--- config.mk ---
export PLATFORM = sky130hd
export DESIGN_NAME = hsv_core_mem_lsu_ctrl_flat
export DESIGN_NICKNAME = d
export VERILOG_FILES = /design/src/rtl/hsv_core_mem_pkg.sv /design/src/rtl/hsv_core_mem_lsu_ctrl_if.sv /design/src/rtl/hsv_core_mem_lsu_lanes.sv /design/src/rtl/hsv_core_mem_lsu_ctrl.sv /design/src/flat_wrapper.sv
export SDC_FILE = /design/constraint.sdc
export NUM_CORES = 1
export LEC_CHECK = 0
export CORE_MARGIN = 4
export CORE_UTILIZATION = 40
export DETAILED_ROUTE_END_ITERATION = 7
export PLACE_DENSITY_LB_ADDON = 0.05
export SKIP_LAST_GASP = 1
export SLEW_MARGIN = 20
export SYNTH_ARGS = -nofsm -noshare
export SYNTH_HDL_FRONTEND = slang
export SYNTH_SLANG_ARGS = --single-unit
--- constraint.sdc ---
create_clock -name clk_core -period 2.52 [get_ports clk_core]
set_input_delay 0.756 -clock clk_core [delete_from_list [all_inputs] [get_ports clk_core]]
set_output_delay 0.756 -clock clk_core [all_outputs]
set_load 0.02 [all_outputs]
--- src/rtl/hsv_core_mem_pkg.sv ---
// Shared memory-stage types: access size/direction, LSU state, exception causes.
// Also provides the alignment and cause-selection helpers used by the LSU.
package hsv_core_mem_pkg;

  typedef enum logic [1:0] {
    MEM_BYTE = 2'd0,
    MEM_HALF = 2'd1,
    MEM_WORD = 2'd2
  } mem_size_t;

  typedef enum logic {
    MEM_READ  = 1'b0,
    MEM_WRITE = 1'b1
  } mem_direction_t;

  typedef enum logic [2:0] {
    IDLE  = 3'd0,
    REQ   = 3'd1,
    WAIT  = 3'd2,
    DONE  = 3'd3,
    DRAIN = 3'd4
  } lsu_state_t;

  localparam logic [3:0] CAUSE_LOAD_MISALIGNED  = 4'd4;
  localparam logic [3:0] CAUSE_LOAD_FAULT       = 4'd5;
  localparam logic [3:0] CAUSE_STORE_MISALIGNED = 4'd6;
  localparam logic [3:0] CAUSE_STORE_FAULT      = 4'd7;

  typedef struct packed {
    logic [1:0]     offset;
    mem_size_t      size;
    mem_direction_t direction;
    logic           sign_extend;
    logic [4:0]     tag;
  } lsu_op_t;

  function automatic logic is_misaligned(mem_size_t size, logic [1:0] offset);
    case (size)
      MEM_BYTE: return 1'b0;
      MEM_HALF: return offset[0];
      default:  return offset != 2'b00;
    endcase
  endfunction

  function automatic logic [3:0] cause_for(mem_direction_t dir, logic fault);
    if (dir == MEM_WRITE) return fault ? CAUSE_STORE_FAULT : CAUSE_STORE_MISALIGNED;
    else                  return fault ? CAUSE_LOAD_FAULT  : CAUSE_LOAD_MISALIGNED;
  endfunction

endpackage

--- src/rtl/hsv_core_mem_lsu_ctrl_if.sv ---
// Issue, memory-port and result signals of the LSU controller.
// master = LSU side (drives the bus request and result), slave = surrounding pipeline/bus.
interface hsv_core_mem_lsu_ctrl_if;
  import hsv_core_mem_pkg::*;

  logic           flush;
  logic           in_valid;
  logic           in_ready;
  logic [31:0]    in_addr;
  mem_size_t      in_size;
  mem_direction_t in_direction;
  logic           in_sign_extend;
  logic [31:0]    in_wdata;
  logic [4:0]     in_tag;
  logic           mem_req_valid;
  logic           mem_req_ready;
  logic [31:0]    mem_req_addr;
  logic           mem_req_write;
  logic [3:0]     mem_req_strb;
  logic [31:0]    mem_req_wdata;
  logic           mem_rsp_valid;
  logic [31:0]    mem_rsp_rdata;
  logic           mem_rsp_error;
  logic           out_valid;
  logic           out_ready;
  logic [31:0]    out_rdata;
  logic [4:0]     out_tag;
  logic           out_exception;
  logic [3:0]     out_cause;

  modport master (
    input  flush, in_valid, in_addr, in_size, in_direction, in_sign_extend, in_wdata, in_tag,
           mem_req_ready, mem_rsp_valid, mem_rsp_rdata, mem_rsp_error, out_ready,
    output in_ready, mem_req_valid, mem_req_addr, mem_req_write, mem_req_strb, mem_req_wdata,
           out_valid, out_rdata, out_tag, out_exception, out_cause
  );

  modport slave (
    output flush, in_valid, in_addr, in_size, in_direction, in_sign_extend, in_wdata, in_tag,
           mem_req_ready, mem_rsp_valid, mem_rsp_rdata, mem_rsp_error, out_ready,
    input  in_ready, mem_req_valid, mem_req_addr, mem_req_write, mem_req_strb, mem_req_wdata,
           out_valid, out_rdata, out_tag, out_exception, out_cause
  );
endinterface

--- src/rtl/hsv_core_mem_lsu_lanes.sv ---
// Byte-lane steering: store strobes/replicated data and load extraction/extension.
// Purely combinational so a cache path can reuse it.
module hsv_core_mem_lsu_lanes
  import hsv_core_mem_pkg::*;
(
  input  logic [1:0]  st_offset,
  input  mem_size_t   st_size,
  input  logic [31:0] st_wdata,
  output logic [3:0]  st_strb,
  output logic [31:0] st_wdata_rep,
  input  logic [1:0]  ld_offset,
  input  mem_size_t   ld_size,
  input  logic        ld_sign_extend,
  input  logic [31:0] ld_rdata,
  output logic [31:0] ld_data
);
  logic [31:0] shifted;

  always_comb begin
    st_strb      = 4'b1111;
    st_wdata_rep = st_wdata;
    case (st_size)
      MEM_BYTE: begin
        st_strb      = 4'b0001 << st_offset;
        st_wdata_rep = {4{st_wdata[7:0]}};
      end
      MEM_HALF: begin
        st_strb      = 4'b0011 << st_offset;
        st_wdata_rep = {2{st_wdata[15:0]}};
      end
      default: ;
    endcase
  end

  assign shifted = ld_rdata >> {ld_offset, 3'b000};

  always_comb begin
    ld_data = shifted;
    case (ld_size)
      MEM_BYTE: ld_data = {{24{ld_sign_extend & shifted[7]}}, shifted[7:0]};
      MEM_HALF: ld_data = {{16{ld_sign_extend & shifted[15]}}, shifted[15:0]};
      default:  ;
    endcase
  end
endmodule

--- src/rtl/hsv_core_mem_lsu_ctrl.sv ---
// Load/store sequencer: one outstanding access on a 32-bit port, result with RISC-V causes.
// Optional response timeout with orphan-response tracking: HSV_CORE_MEM_LSU_TIMEOUT_EN.
//   state | meaning
//   IDLE  | ready for a new op
//   REQ   | bus request presented, waiting for mem_req_ready
//   WAIT  | request accepted, waiting for mem_rsp_valid
//   DONE  | result presented, waiting for out_ready
//   DRAIN | flushed with a response still owed; swallow it
module hsv_core_mem_lsu_ctrl
  import hsv_core_mem_pkg::*;
#(
  parameter int TIMEOUT_CYCLES = 255
) (
  input logic                     clk_core,
  input logic                     rst_core_n,
  hsv_core_mem_lsu_ctrl_if.master lsu
);
  lsu_state_t  state;
  lsu_op_t     op;
  logic        accept, req_hs, rsp, misaligned, orphan, timeout;
  logic        req_valid, req_write, out_valid_q, out_exc_q;
  logic [31:0] req_addr, req_wdata, out_rdata_q, st_wdata, ld_data;
  logic [3:0]  req_strb, st_strb, out_cause_q;

  if (TIMEOUT_CYCLES < 1 || TIMEOUT_CYCLES > 65535) begin : g_bad_timeout
    $error("TIMEOUT_CYCLES must be in 1..65535");
  end

  assign accept     = lsu.in_valid && lsu.in_ready;
  assign req_hs     = req_valid && lsu.mem_req_ready;
  assign rsp        = lsu.mem_rsp_valid && !orphan;
  assign misaligned = is_misaligned(lsu.in_size, lsu.in_addr[1:0]);

  hsv_core_mem_lsu_lanes u_lanes (
    .st_offset      (lsu.in_addr[1:0]),
    .st_size        (lsu.in_size),
    .st_wdata       (lsu.in_wdata),
    .st_strb        (st_strb),
    .st_wdata_rep   (st_wdata),
    .ld_offset      (op.offset),
    .ld_size        (op.size),
    .ld_sign_extend (op.sign_extend),
    .ld_rdata       (lsu.mem_rsp_rdata),
    .ld_data        (ld_data)
  );

`ifdef HSV_CORE_MEM_LSU_TIMEOUT_EN
  logic [15:0] wait_cnt;

  assign timeout = (state == WAIT) && !lsu.flush && !rsp &&
                   (wait_cnt == 16'(TIMEOUT_CYCLES - 1));

  // A timed-out access still owes a response; orphan swallows it wherever it lands.
  always_ff @(posedge clk_core or negedge rst_core_n) begin
    if (!rst_core_n) begin
      wait_cnt <= '0;
      orphan   <= 1'b0;
    end else begin
      if (state == REQ)       wait_cnt <= '0;
      else if (state == WAIT) wait_cnt <= wait_cnt + 16'd1;
      if (timeout)                            orphan <= 1'b1;
      else if (orphan && lsu.mem_rsp_valid)   orphan <= 1'b0;
    end
  end
`else
  assign timeout = 1'b0;
  assign orphan  = 1'b0;
`endif

  always_ff @(posedge clk_core or negedge rst_core_n) begin
    if (!rst_core_n) begin
      state       <= IDLE;
      op          <= '0;
      req_valid   <= 1'b0;
      req_write   <= 1'b0;
      req_addr    <= '0;
      req_strb    <= '0;
      req_wdata   <= '0;
      out_valid_q <= 1'b0;
      out_rdata_q <= '0;
      out_exc_q   <= 1'b0;
      out_cause_q <= '0;
    end else begin
      case (state)
        IDLE: if (accept) begin
          op <= '{offset: lsu.in_addr[1:0], size: lsu.in_size, direction: lsu.in_direction,
                  sign_extend: lsu.in_sign_extend, tag: lsu.in_tag};
          if (misaligned) begin
            state       <= DONE;
            out_valid_q <= 1'b1;
            out_exc_q   <= 1'b1;
            out_cause_q <= cause_for(lsu.in_direction, 1'b0);
            out_rdata_q <= '0;
          end else begin
            state     <= REQ;
            req_valid <= 1'b1;
            req_addr  <= {lsu.in_addr[31:2], 2'b00};
            req_write <= (lsu.in_direction == MEM_WRITE);
            req_strb  <= st_strb;
            req_wdata <= st_wdata;
          end
        end
        REQ: begin
          if (lsu.flush) begin
            req_valid <= 1'b0;
            state     <= req_hs ? DRAIN : IDLE;
          end else if (req_hs) begin
            req_valid <= 1'b0;
            state     <= WAIT;
          end
        end
        WAIT: begin
          if (lsu.flush) begin
            state <= rsp ? IDLE : DRAIN;
          end else if (rsp) begin
            state       <= DONE;
            out_valid_q <= 1'b1;
            out_exc_q   <= lsu.mem_rsp_error;
            out_cause_q <= lsu.mem_rsp_error ? cause_for(op.direction, 1'b1) : 4'd0;
            out_rdata_q <= (lsu.mem_rsp_error || op.direction == MEM_WRITE) ? 32'd0 : ld_data;
          end else if (timeout) begin
            state       <= DONE;
            out_valid_q <= 1'b1;
            out_exc_q   <= 1'b1;
            out_cause_q <= cause_for(op.direction, 1'b1);
            out_rdata_q <= '0;
          end
        end
        DONE: if (lsu.flush || lsu.out_ready) begin
          state       <= IDLE;
          out_valid_q <= 1'b0;
        end
        DRAIN: if (lsu.flush || rsp) state <= rsp ? IDLE : DRAIN;
        default: state <= IDLE;
      endcase
    end
  end

  assign lsu.in_ready      = (state == IDLE) && !lsu.flush && !orphan;
  assign lsu.mem_req_valid = req_valid;
  assign lsu.mem_req_addr  = req_addr;
  assign lsu.mem_req_write = req_write;
  assign lsu.mem_req_strb  = req_strb;
  assign lsu.mem_req_wdata = req_wdata;
  assign lsu.out_valid     = out_valid_q;
  assign lsu.out_rdata     = out_rdata_q;
  assign lsu.out_tag       = op.tag;
  assign lsu.out_exception = out_exc_q;
  assign lsu.out_cause     = out_cause_q;

  a_rsp_unexpected: assert property (@(posedge clk_core) disable iff (!rst_core_n)
    lsu.mem_rsp_valid |-> (state == WAIT || state == DRAIN || orphan));
endmodule

--- src/flat_wrapper.sv ---
// flat-port wrapper written by rule: the top's interface ports become plain ports
module hsv_core_mem_lsu_ctrl_flat import hsv_core_mem_pkg::*;
#(
  parameter int TIMEOUT_CYCLES = 255
)
  (clk_core, rst_core_n, lsu_flush, lsu_in_valid, lsu_in_addr, lsu_in_size, lsu_in_direction, lsu_in_sign_extend, lsu_in_wdata, lsu_in_tag, lsu_mem_req_ready, lsu_mem_rsp_valid, lsu_mem_rsp_rdata, lsu_mem_rsp_error, lsu_out_ready, lsu_in_ready, lsu_mem_req_valid, lsu_mem_req_addr, lsu_mem_req_write, lsu_mem_req_strb, lsu_mem_req_wdata, lsu_out_valid, lsu_out_rdata, lsu_out_tag, lsu_out_exception, lsu_out_cause);
  hsv_core_mem_lsu_ctrl_if lsu_i ();
  input logic clk_core;
  input logic rst_core_n;
  input wire logic [$bits(lsu_i.flush)-1:0] lsu_flush;
  input wire logic [$bits(lsu_i.in_valid)-1:0] lsu_in_valid;
  input wire logic [$bits(lsu_i.in_addr)-1:0] lsu_in_addr;
  input wire logic [$bits(lsu_i.in_size)-1:0] lsu_in_size;
  input wire logic [$bits(lsu_i.in_direction)-1:0] lsu_in_direction;
  input wire logic [$bits(lsu_i.in_sign_extend)-1:0] lsu_in_sign_extend;
  input wire logic [$bits(lsu_i.in_wdata)-1:0] lsu_in_wdata;
  input wire logic [$bits(lsu_i.in_tag)-1:0] lsu_in_tag;
  input wire logic [$bits(lsu_i.mem_req_ready)-1:0] lsu_mem_req_ready;
  input wire logic [$bits(lsu_i.mem_rsp_valid)-1:0] lsu_mem_rsp_valid;
  input wire logic [$bits(lsu_i.mem_rsp_rdata)-1:0] lsu_mem_rsp_rdata;
  input wire logic [$bits(lsu_i.mem_rsp_error)-1:0] lsu_mem_rsp_error;
  input wire logic [$bits(lsu_i.out_ready)-1:0] lsu_out_ready;
  output wire logic [$bits(lsu_i.in_ready)-1:0] lsu_in_ready;
  output wire logic [$bits(lsu_i.mem_req_valid)-1:0] lsu_mem_req_valid;
  output wire logic [$bits(lsu_i.mem_req_addr)-1:0] lsu_mem_req_addr;
  output wire logic [$bits(lsu_i.mem_req_write)-1:0] lsu_mem_req_write;
  output wire logic [$bits(lsu_i.mem_req_strb)-1:0] lsu_mem_req_strb;
  output wire logic [$bits(lsu_i.mem_req_wdata)-1:0] lsu_mem_req_wdata;
  output wire logic [$bits(lsu_i.out_valid)-1:0] lsu_out_valid;
  output wire logic [$bits(lsu_i.out_rdata)-1:0] lsu_out_rdata;
  output wire logic [$bits(lsu_i.out_tag)-1:0] lsu_out_tag;
  output wire logic [$bits(lsu_i.out_exception)-1:0] lsu_out_exception;
  output wire logic [$bits(lsu_i.out_cause)-1:0] lsu_out_cause;
  assign lsu_i.flush = lsu_flush;
  assign lsu_i.in_valid = lsu_in_valid;
  assign lsu_i.in_addr = lsu_in_addr;
  assign lsu_i.in_size = lsu_in_size;
  assign lsu_i.in_direction = lsu_in_direction;
  assign lsu_i.in_sign_extend = lsu_in_sign_extend;
  assign lsu_i.in_wdata = lsu_in_wdata;
  assign lsu_i.in_tag = lsu_in_tag;
  assign lsu_i.mem_req_ready = lsu_mem_req_ready;
  assign lsu_i.mem_rsp_valid = lsu_mem_rsp_valid;
  assign lsu_i.mem_rsp_rdata = lsu_mem_rsp_rdata;
  assign lsu_i.mem_rsp_error = lsu_mem_rsp_error;
  assign lsu_i.out_ready = lsu_out_ready;
  assign lsu_in_ready = lsu_i.in_ready;
  assign lsu_mem_req_valid = lsu_i.mem_req_valid;
  assign lsu_mem_req_addr = lsu_i.mem_req_addr;
  assign lsu_mem_req_write = lsu_i.mem_req_write;
  assign lsu_mem_req_strb = lsu_i.mem_req_strb;
  assign lsu_mem_req_wdata = lsu_i.mem_req_wdata;
  assign lsu_out_valid = lsu_i.out_valid;
  assign lsu_out_rdata = lsu_i.out_rdata;
  assign lsu_out_tag = lsu_i.out_tag;
  assign lsu_out_exception = lsu_i.out_exception;
  assign lsu_out_cause = lsu_i.out_cause;
  hsv_core_mem_lsu_ctrl #(.TIMEOUT_CYCLES(TIMEOUT_CYCLES)) u_core (.clk_core(clk_core), .rst_core_n(rst_core_n), .lsu(lsu_i));
endmodule
Word-level counts from Yosys, hierarchy flattened
Cells that the tools add are included.

Register bits after elaboration: 120. Bits of input ports: 113. Logic and storage cells: 99.

Eq/ne operators: 15. Shift-type cells: 3. Mux-type cells: 43. Bitwise operators: 3. Reduce and logical (&&, ||, !) cells: 20.

Operators with widths (count): 32-bit case mux with 2 select lines (3); 32-bit two-way mux (5); 32-bit by 5-bit right shift with 32-bit output (1); 3-bit two-way mux (10); 4-bit two-way mux (4); 4-bit case mux with 2 select lines (2); 3-bit case mux with 5 select lines (1); 1-bit two-way mux (11); 5-bit AND reduction (2); 2-bit by 1-bit inequality test with 1-bit output, second input constant (4); 3-bit by 2-bit == test with 1-bit output, second input constant (2); 2-bit two-way mux (3); 2-bit inequality test, second input constant (3); 1-bit case mux with 2 select lines (3); 6-bit AND reduction (1); 2-bit nonzero test (3); 2-bit by 1-bit == test with 1-bit output, second input constant (2); 2-bit zero test (2); 4-bit AND reduction (1); 1-bit by 2-bit left shift with 4-bit output, first input constant (1); 2-bit by 2-bit left shift with 4-bit output, first input constant (1); 3-bit by 1-bit == test with 1-bit output, second input constant (1); 3-bit == test, second input constant (1); 1-bit logical AND (3); other kinds (11) (14).

Depth between registers and ports, before layout
Gate-level depths: netlist (run 1).

Depth in word-level cells: 7. Depth in mapped cells: 6. Gate-level depth less buffers: 4.

Cells and area by module
A second synthesis (run 1) with hierarchy kept.

Cells, all modules: 537. Area total of the unflattened synthesis: 6222.2 sq um.

Modules (own cells, without submodules): hsv_core_mem_lsu_ctrl (instances 1, cells each 369, area each 4952.2 sq um, sequential area each 2952.8 sq um); hsv_core_mem_lsu_lanes (instances 1, cells each 168, area each 1270.0 sq um, sequential area each 0.0 sq um).

Worst setup path after synthesis (run 1)
No wires, ideal clock.

Path kind: input-to-output. Start: input lsu_flush. End: output lsu_in_ready. Arrival: 1.594 ns. Data required time: 1.764 ns. Slack: 0.170 ns. Stages: 2. Buffers on the path: 1. Path through: buf_2 > nor4_1.

Longest elaborated chain between the ends: 2.

RTL lines: from (decl) (line flat_wrapper.sv:10) `input wire logic [$bits(lsu_i.flush)-1:0] lsu_flush;`; 1-bit zero test (line hsv_core_mem_lsu_ctrl.sv:139) `assign lsu.in_ready = (state == IDLE) && !lsu.flush && !orphan;`; 1-bit logical AND (line hsv_core_mem_lsu_ctrl.sv:139); to (decl) (line flat_wrapper.sv:23) `output wire logic [$bits(lsu_i.in_ready)-1:0] lsu_in_ready;`.

Every way passes these cells.

Final worst setup path (run 1)
Ends and elaborated chain as after synthesis.

==> results of run 1 <==
[through the flow]
stage / power, mW / setup slack (ps) / cells / utilization
floorplan: 5.78 / 170 / 502 / -
global placement: 7.88 / -290 / 892 / 0.591
detailed placement: 8.01 / -326 / 892 / 0.591
CTS: 10.6 / 20.0 / 922 / 0.636
global route: 11.1 / 60.6 / 922 / 0.635
finish: 10.5 / 133 / 922 / 0.635
[placed cells by master (no fill, tap or decap), types with 4 or more instances in the layout]
cell type / netlist / final
clkdlybuf4s50_1: 0 / 221
dfrtp_1: 118 / 118
mux2_1: 43 / 43
nand2_1: 42 / 42
mux2i_1: 42 / 42
buf_4: 9 / 30
o21ai_1: 28 / 28
o2bb2ai_1: 23 / 23
a21oi_1: 19 / 19
o21ai_0: 19 / 19
clkbuf_16: 0 / 17
inv_1: 15 / 15
nor2_1: 15 / 15
mux2_2: 14 / 14
a32o_1: 9 / 9
a21boi_0: 8 / 8
o32ai_1: 8 / 8
clkbuf_8: 0 / 4
bufinv_16: 0 / 4
buf_12: 0 / 4
[path summary, 6_finish.rpt]
kind	startpoint	endpoint	slack (ps)	cells after the start
setup / recovery	lsu_flush	lsu_in_ready	130	3
hold / removal	rst_core_n	u_core.state[1]	310	1
setup reg to reg	u_core.state[0]	u_core.lsu.mem_req_wdata[2]	620	5
hold reg to reg	u_core.lsu.mem_req_wdata[12]	u_core.lsu.mem_req_wdata[12]	480	2
max in group asynchronous	rst_core_n	u_core.lsu.out_rdata[28]	1520	2
min in group clk_core	u_core.lsu.mem_req_wdata[12]	u_core.lsu.mem_req_wdata[12]	480	2
[sequential cells by signal (all words and copies together) (netlist names)]
signal	count
u_core.lsu.out_rdata	32
u_core.lsu.mem_req_addr	30
u_core.lsu.mem_req_valid	1
u_core.lsu.out_tag	5
u_core.lsu.mem_req_write	1
u_core.op	6
u_core.lsu.out_valid	1
u_core.state	3
u_core.lsu.mem_req_wdata	32
u_core.lsu.out_cause	3
u_core.lsu.mem_req_strb	4
[synthesized netlist by cell type, types with 2 or more instances]
cell | n | share of area
a211o_1 | 2 | 0.0031
a21boi_0 | 8 | 0.011
a21oi_1 | 19 | 0.017
a32o_1 | 9 | 0.016
and3_1 | 2 | 0.0022
buf_1 | 2 | 0.0013
buf_2 | 12 | 0.011
buf_4 | 9 | 0.012
buf_6 | 2 | 0.0039
clkbuf_1 | 21 | 0.014
dfrtp_1 | 118 | 0.52
inv_1 | 15 | 0.0099
mux2_1 | 43 | 0.085
mux2_2 | 14 | 0.028
mux2i_1 | 42 | 0.074
nand2_1 | 42 | 0.028
nand3_1 | 2 | 0.0018
nand3b_1 | 3 | 0.0039
nor2_1 | 15 | 0.0099
nor2b_1 | 2 | 0.0022
nor3_1 | 3 | 0.0026
nor3b_1 | 2 | 0.0026
nor4_1 | 2 | 0.0022
o21ai_0 | 19 | 0.017
o21ai_1 | 28 | 0.025
o21ai_2 | 2 | 0.0031
o2bb2ai_1 | 23 | 0.035
o32ai_1 | 8 | 0.012
xnor2_1 | 2 | 0.0031
[worst max-delay path: stages]
cell             delay [ps]
clkdlybuf4s50_1         440
nor4_1                  230
buf_2                   210
[power breakdown]
group,internal (mW),switching (mW),total [mW]
sequential,2.67,0.514,3.19
clock,1.74,0.818,2.56
combinational,2.33,2.41,4.75
[final cells by class]
| cell class | instances | area, sq um |
|---|---|---|
| Fill cell | 1141 | 5080 |
| Multi-Input combinational cell | 323 | 2470 |
| Tap cell | 180 | 225 |
| Timing Repair Buffer | 256 | 2520 |
| Inverter | 15 | 56.3 |
| Clock inverter | 8 | 146 |
| Sequential cell | 118 | 2950 |
| Clock buffer | 22 | 484 |
[layer usage]
layer  wire length (um)  track usage  vias to the layer above  share of wire
li1                   -            -                     2286              -
met1               6250        0.235                     2304           0.39
met2               7730        0.325                      171           0.49
met3               1680        0.103                       18           0.11
met4                204       0.0574                        0          0.013
met5                  0            0                        -              0
[kinds of logic after synthesis]
family,Yosys count,synth area share
xor gates and xnor gates,2,0.00307
DFF,118,0.518
and+or+nand+nor,81,0.0664
muxes,100,0.190
AOI/OAI and AO/OA,137,0.171
other,1,0.000657
buffers and inverters,61,0.0513
[what timing repair did]
| item | CTS | global route |
|---|---|---|
| setup buffers | 0 | 0 |
| setup endpoints to repair | 1 | 1 |
| cloned | 0 | 0 |
| gates resized for setup | 4 | 1 |
| pin swaps | 0 | 0 |
==> metrics, run 1 <==
count of input and output buffers 223; via count 4779; row count 43; Placed Instance Area 8230 sq um; Clk Latency, worst-skew pair 420 ps; drt drc 0; clock buffer depth 2; DP HPWL 12100 um; Yosys cell types 58; Root Driver clkbuf_16; crit path launch type input pin; Num CTS Buffers 17; Crit Path Max Fanout 2; initial core utilization 0.409; final setup fails 0; Synth Warn # 0; Post-DRT Antenna Nets 0; vias in the first global route 5087; Fin Setup TNS 0 ps; peak supply drop 0.679 mV; antenna violations before repair 0; max cap viols 0; CTS Sinks 118; Starting DRT DRC Count 146; Min Hold Slack 306 ps; max_slew headroom 0.573; Power per Cell Area 1190 nW/um^2; critical path class in2out; RSZ-0062 raised after global routing false; final WL 15900 um; FF+latch count, synth 118; H-tree depth 4; Final Hold Vio Count 0; first-pass GRT wire length 25500 um; WL/cell 17.2 um; Area Growth Syn to Fin 55.2%; Setup Skew 10.6 ps; outcome finished clean; clock-pin transition on the worst setup and hold timing paths 50 ps; number of synthesized flops with an enable pin 0; Die Wd 127 um; WP data arrival 1630 ps; final net count 844; ys async rst share 1.00; max-slew violations 0; fmax 419 MHz; # diodes 0; post-synthesis sequential area ratio 0.518; Leak 3.74 nW; crit path capture type primary output; hold_buf cts 0; Post-Syn Instances 500; num ports 227; Chip Height 127 um; total gr overflow 0; Mapped Area 5710 sq um; CTS tree done; die area 16200 sq um; Design Area, Final 8850 sq um; Hold Crit Class in2async; prevailing post-synth register cell dfrtp_1; Core Box Area 13900 sq um; DR vias/cell 5.18; min Tclk post-route 2390 ps; Final period util 0.947; Syn Area/Cell 11.4 sq um; worst slew pin tran 641 ps; critical path data required time 1760 ps; RePlAce Congestion 0.822; gr usage total 0.201; Initial DRT Pass Iterations 4; largest net degree at the start of global routing 62; fraction of layout cells with a size suffix above 1 0.119
Power figures use the tool's default switching activity.
==> run 2: changes to the inputs <==
--- a/config.mk
+++ b/config.mk
@@ -8,6 +8,7 @@
 export CORE_MARGIN = 4
 export CORE_UTILIZATION = 40
 export DETAILED_ROUTE_END_ITERATION = 7
+export MAX_ROUTING_LAYER = met4
 export PLACE_DENSITY_LB_ADDON = 0.05
 export SKIP_LAST_GASP = 1
 export SLEW_MARGIN = 20
==> metrics, run 2 (synthesized netlist as in run 1, its figures left out) <==
critical path data required time 1760 ps (about the same); fillers 1141 (unchanged); P_int 6.75 mW (about the same); Reg area 2950 sq um (unchanged); count of input and output buffers 223 (unchanged); first-pass GRT wire length 25500 um (about the same); antenna violations before repair 0 (unchanged); clock buffer depth 2 (unchanged); final WL 15900 um (about the same); multi-input combinational cell area 2470 sq um (unchanged); row count 43 (unchanged); crit path capture type primary output (unchanged); Psw 3.75 mW (was 3.74 mW); die area 16200 sq um (unchanged); gr usage total 0.207 (was 0.201); drt drc 0 (unchanged); CTS Sinks 118 (unchanged); max-slew violations 0 (unchanged); initial core utilization 0.409 (unchanged); outcome finished clean (unchanged); CTS tree done (unchanged); sequential share of power 0.304 (about the same); via count 4820 (was 4779); total gr overflow 0 (unchanged); fraction of layout cells with a size suffix above 1 0.119 (unchanged); setup bufs post-CTS 0 (unchanged); fin cells 922 (unchanged); Placed Instance Area 8230 sq um (unchanged); max cap viols 0 (unchanged); Setup Skew 7.94 ps (was 10.6 ps); DP HPWL 12100 um (unchanged); crit path launch type input pin (unchanged); r2r worst-path depth 5 (unchanged); Root Driver clkbuf_16 (unchanged); Area Growth Syn to Fin 55.2% (unchanged); Num CTS Buffers 17 (unchanged); final setup fails 0 (unchanged); num ports 227 (unchanged); final net count 844 (unchanged); clock-pin transition on the worst setup and hold timing paths 50 ps (about the same); RSZ-0062 raised after global routing false (unchanged); DR vias/cell 5.23 (was 5.18); min Tclk post-route 2390 ps (unchanged); Hold Crit Class in2async (unchanged); Leak 3.74 nW (unchanged); placed insts 892 (unchanged); Comb power frac 0.452 (about the same); critical path class in2out (unchanged); worst slew pin tran 640 ps (was 641 ps); Min Hold Slack 304 ps (was 306 ps); Clk Latency, worst-skew pair 420 ps (about the same); flop2flop setup slack 620 ps (about the same); Starting DRT DRC Count 175 (was 146); H-tree depth 4 (unchanged); reg-to-reg endpoint u_core.lsu.mem_req_wdata[2] (unchanged); peak supply drop 0.679 mV (about the same); # diodes 0 (unchanged); commonest non-fill, non-tap cells in the layout clkdlybuf4s50_1 (221), dfrtp_1 (118), mux2_1 (43) (unchanged); max_slew headroom 0.574 (was 0.573); fmax 419 MHz (unchanged); Design Area, Final 8850 sq um (unchanged); WP data arrival 1630 ps (about the same); most common cell after layout, fill and taps aside clkdlybuf4s50_1 (unchanged); vias in the first global route 5097 (was 5087); Core Box Area 13900 sq um (unchanged); RePlAce Congestion 0.834 (was 0.822); Power per Cell Area 1190 nW/um^2 (about the same); WL/cell 17.2 um (about the same); Tot Pwr 10.5 mW (about the same); largest net degree at the start of global routing 62 (unchanged); Chip Height 127 um (unchanged); Die Wd 127 um (unchanged); Crit Path Max Fanout 2 (unchanged); Final period util 0.947 (unchanged); Sw Share 0.357 (about the same); Fin Setup TNS 0 ps (unchanged); Initial DRT Pass Iterations 4 (unchanged); Final Hold Vio Count 0 (unchanged); Critical R2R Launch u_core.state[0] (unchanged); Post-DRT Antenna Nets 0 (unchanged); clock power share 0.244 (about the same)
==> run 2: cell counts in the layout (fill, tap and decap cells not counted) <==
Identical to the previous run, type by type.
==> run 2: through the flow <==
stage,setup slack [ps],utilization
after floorplan,170,-
after global routing,60.6,0.635
final,133,0.635
after detailed placement,-326,0.591
after CTS,20.0,0.636
after global placement,-290,0.591
==> run 2: worst max-delay path: stages <==
cell and delay, ps:
clkdlybuf4s50_1 440, nor4_1 230, buf_2 210
==> run 2: per-layer routing <==
metal	up-vias	track usage	share of wire
met2	171	0.325	0.49
met5	-	-	0
met1	2347	0.246	0.41
met4	0	0.0593	0.014
met3	19	0.0861	0.085
li1	2283	-	-
==> run 2: worst max path at each step <==
stage / from / endpoint / cells past startpoint
floorplan: lsu_flush / lsu_in_ready / 2
global placement: lsu_flush / lsu_in_ready / 3
detailed placement: lsu_flush / lsu_in_ready / 3
CTS: lsu_flush / lsu_in_ready / 3
global route: lsu_flush / lsu_in_ready / 3
finish: lsu_flush / lsu_in_ready / 3
==> run 2: power by group through the flow <==
stage               clock network [mW]  logic (mW)  registers (mW)
finish                            2.56        4.75            3.19
global route                      2.73        5.10            3.30
CTS                               2.63        4.81            3.20
detailed placement                   0        4.79            3.22
global placement                     0        4.71            3.17
floorplan                            0        1.84            3.93
==> run 2: area by class of cell <==
cell class,count,share of cell area
timing repair buffer,256,0.285
tap,180,0.0254
sequential,118,0.333
inverter,15,0.00636
clock inverter,8,0.0165
clock buffer,22,0.0547
multi-input combinational,323,0.279
==> run 2: timing repair <==
action / in CTS / in global routing
gates resized for setup: 4 / 1
endpoints found under the setup margin: 1 / 1
hold buffers: 0 / 0
pin swaps: 0 / 0
